**src/rtl/acc_alu_ctrl_core.sv**
```systemverilog
// Execution core of the 8-bit accumulator computer: opcode decoder, accumulator
// register and the small ALU that feeds the register file, memory and PC.
module acc_alu_ctrl_core #(
  parameter int unsigned WIDTH = 8
) (
  input  logic             clk,
  input  logic             reset,
  input  logic [2:0]       opcode,
  input  logic [4:0]       imm,
  input  logic [WIDTH-1:0] reg_data,
  input  logic [WIDTH-1:0] reg_buf,
  input  logic [WIDTH-1:0] pc_addr,
  output logic [WIDTH-1:0] acc_out,
  output logic [WIDTH-1:0] alu_out,
  output logic [1:0]       alu_ctl,
  output logic             reg_we,
  output logic             mem_we,
  output logic             branch,
  output logic             lw_sel,
  output logic             mem_sel,
  output logic             acc_we,
  output logic             acc_sel,
  output logic             zero
);

  // Opcode encodings (instr[7:5])
  localparam logic [2:0] OpNop = 3'b000;
  localparam logic [2:0] OpLdi = 3'b001;
  localparam logic [2:0] OpLda = 3'b010;
  localparam logic [2:0] OpAdd = 3'b011;
  localparam logic [2:0] OpSub = 3'b100;
  localparam logic [2:0] OpLw  = 3'b101;
  localparam logic [2:0] OpSw  = 3'b110;
  localparam logic [2:0] OpJal = 3'b111;

  // ALU operation selects
  localparam logic [1:0] AluAdd  = 2'b00;
  localparam logic [1:0] AluSub  = 2'b01;
  localparam logic [1:0] AluAnd  = 2'b10;
  localparam logic [1:0] AluLink = 2'b11;

  // Raw decode before the reset gate on the write enables
  logic dec_reg_we;
  logic dec_mem_we;
  logic dec_branch;
  logic dec_acc_we;

  logic [WIDTH-1:0] imm_ext;
  logic [WIDTH-1:0] acc_d;
  logic [WIDTH-1:0] acc_q;

  // Decode control signals from the opcode
  always_comb begin
    alu_ctl    = AluAdd;
    dec_reg_we = 1'b0;
    dec_mem_we = 1'b0;
    dec_branch = 1'b0;
    dec_acc_we = 1'b0;
    lw_sel     = 1'b0;
    mem_sel    = 1'b0;
    acc_sel    = 1'b0;
    unique case (opcode)
      OpNop: ;
      OpLdi: begin
        dec_acc_we = 1'b1;
        acc_sel    = 1'b1;
      end
      OpLda: begin
        dec_acc_we = 1'b1;
      end
      OpAdd: begin
        alu_ctl    = AluAdd;
        dec_reg_we = 1'b1;
      end
      OpSub: begin
        alu_ctl    = AluSub;
        dec_reg_we = 1'b1;
      end
      OpLw: begin
        mem_sel    = 1'b1;
        lw_sel     = 1'b1;
        dec_reg_we = 1'b1;
      end
      OpSw: begin
        mem_sel    = 1'b1;
        dec_mem_we = 1'b1;
      end
      OpJal: begin
        alu_ctl    = AluLink;
        dec_branch = 1'b1;
        dec_reg_we = 1'b1;
      end
      default: ;
    endcase
  end

  // No state-changing strobe may leave the core while reset is held;
  // selects keep decoding so downstream muxes stay stable.
  always_comb begin
    reg_we = dec_reg_we & reset;
    mem_we = dec_mem_we & reset;
    branch = dec_branch & reset;
    acc_we = dec_acc_we & reset;
  end

  // Accumulator input mux: register-file data or sign-extended immediate
  always_comb begin
    imm_ext = {{(WIDTH-5){imm[4]}}, imm};
    acc_d   = acc_sel ? imm_ext : reg_data;
  end

  // Accumulator register with asynchronous clear
  always_ff @(posedge clk or negedge reset) begin
    if (!reset) begin
      acc_q <= '0;
    end else if (acc_we) begin
      acc_q <= acc_d;
    end
  end

  assign acc_out = acc_q;

  // ALU: A is the accumulator, B is the latched register operand
  always_comb begin
    alu_out = '0;
    unique case (alu_ctl)
      AluAdd:  alu_out = acc_q + reg_buf;
      AluSub:  alu_out = acc_q - reg_buf;
      AluAnd:  alu_out = acc_q & reg_buf;
      AluLink: alu_out = pc_addr;
      default: alu_out = '0;
    endcase
  end

  // Zero flag on the ALU result
  always_comb begin
    zero = (alu_out == '0);
  end

endmodule

```
**config.mk**
```make
export PLATFORM = sky130hd
export DESIGN_NAME = acc_alu_ctrl_core
export DESIGN_NICKNAME = d
export VERILOG_FILES = /design/src/rtl/acc_alu_ctrl_core.sv
export SDC_FILE = /design/constraint.sdc
export NUM_CORES = 1
export LEC_CHECK = 0
export ABC_AREA = 0
export CAP_MARGIN = 20
export CORE_MARGIN = 2
export CORE_UTILIZATION = 41
export CTS_CLUSTER_SIZE = 24
export DETAILED_ROUTE_END_ITERATION = 8
export GPL_ROUTABILITY_DRIVEN = 0
export PLACE_DENSITY_LB_ADDON = 0.1
export SYNTH_ARGS = -nofsm -noshare
export SYNTH_HDL_FRONTEND = slang
export SYNTH_SLANG_ARGS = --single-unit
```
**constraint.sdc**
```tcl
create_clock -name clk -period 9.6 [get_ports clk]
set_input_delay 1.92 -clock clk [delete_from_list [all_inputs] [get_ports clk]]
set_output_delay 1.92 -clock clk [all_outputs]
set_load 0.05 [all_outputs]
```
==> metrics <==
nets 243; WL met2 1470 um; Clock Sinks 8; Post-synth EDFFs 0; Routed WL 2870 um; Sum Neg Setup Slack 0 ns; die height 54.5 um; CTS Hold Bufs 0; routed vias 1172; RSZ-0062 raised after global routing no; Worst Setup End Kind output pin; WL met3 134 um; Port Buffers 59; DRC violations left 0; Util after Layout 0.678; average wire per standard cell 12.6 um; final hold vios 0; Clock Pin Slew Worst Setup and Hold Paths 0.05 ns; min setup slack post-route 1.90 ns; Yosys top cell by area dfrtp_1; worst hold path type reg -> reg; LEAKAGE 0.000705 uW; M1 WL around 1200 um; maximum clock frequency 0.130 GHz; max-slew violations 0; die area 0.00297 mm2; WS Path Type in -> out; H-tree levels 1; Die Width 54.5 um; Largest register FFs 8; critical path's most frequent cell clkdlybuf4s50_1; CP Data Required Time around 7.7 ns; pin count of the biggest net entering global routing 16; CTS buffer count 3; Peak VDD IR roughly 0.00014 V; Final Power 331 uW; reg2reg start acc_out[1]$_DFFE_PN0P_; vias in the first global route 1145; Starting Density 0.426; Final setup viols 0; final critical-path required period approximately 7.7 ns; asr flop ratio synth 1.00; Layout Area Growth over Synthesis 59.4%; worst-path cell chain clkdlybuf4s50_1 -> nor3b_2 -> mux2i_1 -> fa_1 -> a211oi_1 -> nor2_1 -> o2111a_1 -> or3_1 -> nor2_2 -> nor4b_2 -> clkdlybuf4s50_1; commonest non-fill, non-tap cell in the layout clkdlybuf4s50_1; CTS max path bufs 2; Slew HR 0.658; largest cells by area after synthesis dfrtp_1 19%, ha_1 9.6%, xnor2_1 7.5%; critical path launch point type input pin; first-pass GRT wire length about 4600 um; syn avg cell area 7.46 um2; Yosys warning count 0; Cell Pwr Density ~200 mW/mm2; core footprint 0.00245 mm2; Seq cells post-synth 8; Ant. Diodes 0; FF-to-FF End acc_out[1]$_DFFE_PN0P_; setup bufs post-CTS 0; First-pass DRT Iterations 4; Via-to-Cell Ratio 5.14; Mapped Cells 140; share of Yosys cell area claimed by the top area cell type 0.192; post-synthesis sequential area ratio 0.192; Mapped Nets 183; CTS tree done; top sig layer met4; maximum fanout along the worst path 7; initial antenna violation count 0; Arr. time, crit path approximately 5.8 ns; worst stage delay on the critical path roughly 0.83 ns; fin area about 0.0017 mm2; dpl ws 1.90 ns; post-route clock period utilization 0.802; Rows 18; Primary FF master, synth dfrtp_1; FF-to-FF path depth 2; Total GRT Usage 0.212; CP Capture Point zero; First DRT Iteration DRCs 10; dpl cell area 0.00164 mm2; critical path launch point opcode[0]; Layout Skew 0 ns; most frequent cells in the layout 59 x clkdlybuf4s50_1, 15 x nand2_1, 14 x nor2_1; grt ovf 0; layout cells sized above 1 0.0455; CTS resizes 0; Ports 60; Final HPWL DP 2480 um; max-cap violations 0; clk_lat worst skew between 0.2 and 0.25 ns; post-route ant nets 0; CP max-delay cell clkdlybuf4s50_1; Worst-Margin Slew 0.511 ns; worst reg-to-reg setup slack 8.87 ns; Synth cell types 40; post-synthesis cell area between 0.001 and 0.0015 mm2; CTS Root Cell clkbuf_4; status finished clean
[synth_stat cells, types with 2 or more instances]
cell type   n
o22ai_1     3
inv_1      13
o21ai_0    11
a31oi_1     3
dfrtp_1     8
nand3_1     3
xnor2_1     9
mux2i_1     2
nor2_1     14
nand2b_1    3
ha_1        8
and2_1      2
buf_4       2
nand2_1    15
a211oi_1    2
o31ai_1     3
or4_1       2
a21oi_1    10
or3_1       3
nor3_1      4
[stage by stage]
stage                     hold slack, ns  instances
after floorplan                    0.772        140
after detailed placement           0.506        225
final                              0.515        228
after CTS                          0.520        228
after global routing               0.551        228
after global placement             0.509        225
[cell type report]
| cell class | count | area (um2) |
|---|---|---|
| well taps | 30 | 37.5 |
| multi-input cells | 114 | 759 |
| fillers | 206 | 790 |
| flip-flops and latches | 8 | 200 |
| inverters | 14 | 55.1 |
| repair buffers | 59 | 591 |
| clock buffers | 3 | 22.5 |
[cell families (layout without fill, tap and decap cells)]
| logic type | count (synthesis) | count (layout) | share of synthesized area |
|---|---|---|---|
| buffers and inverters | 18 | 76 | 0.0814 |
| DFF | 8 | 8 | 0.192 |
| xor gates and xnor gates | 10 | 10 | 0.0838 |
| AOI/OAI and AO/OA | 38 | 38 | 0.222 |
| adders and majority gates | 9 | 9 | 0.115 |
| muxes | 2 | 2 | 0.0192 |
| and+or+nand+nor | 55 | 55 | 0.287 |
[worst max-delay path, delay by kind of cell]
| kind | cells | cell delay, ns |
|---|---|---|
| buffers and inverters | 2 | 1.39 |
| and+or+nand+nor | 5 | 1.30 |
| adders and majority gates | 1 | 0.49 |
| AOI/OAI and AO/OA | 2 | 0.45 |
| muxes | 1 | 0.21 |
[power by group]
part           switching [uW]  internal (uW)
Sequential               7.13           41.2
Clock                    10.1           14.2
Combinational             161           97.4
Total                     178            153
[how the worst min path moves through the flow]
| stage | startpoint | depth (start not counted) | slack (ns) | to |
|---|---|---|---|---|
| after floorplan | acc_out[4]$_DFFE_PN0P_ | 2 | 0.77 | acc_out[4]$_DFFE_PN0P_ |
| after global placement | acc_out[4]$_DFFE_PN0P_ | 2 | 0.51 | acc_out[4]$_DFFE_PN0P_ |
| after detailed placement | acc_out[5]$_DFFE_PN0P_ | 2 | 0.51 | acc_out[5]$_DFFE_PN0P_ |
| after CTS | acc_out[5]$_DFFE_PN0P_ | 2 | 0.52 | acc_out[5]$_DFFE_PN0P_ |
| after global routing | acc_out[5]$_DFFE_PN0P_ | 2 | 0.55 | acc_out[5]$_DFFE_PN0P_ |
| final | acc_out[5]$_DFFE_PN0P_ | 2 | 0.51 | acc_out[5]$_DFFE_PN0P_ |
[per-layer routing]
| layer | global-route usage | up-vias |
|---|---|---|
| met5 | 0 | - |
| met4 | 0.0917 | 0 |
| met3 | 0.0164 | 2 |
| met2 | 0.384 | 42 |
| met1 | 0.254 | 514 |
| li1 | - | 614 |
No activity file was read; power rests on OpenSTA's default activity.
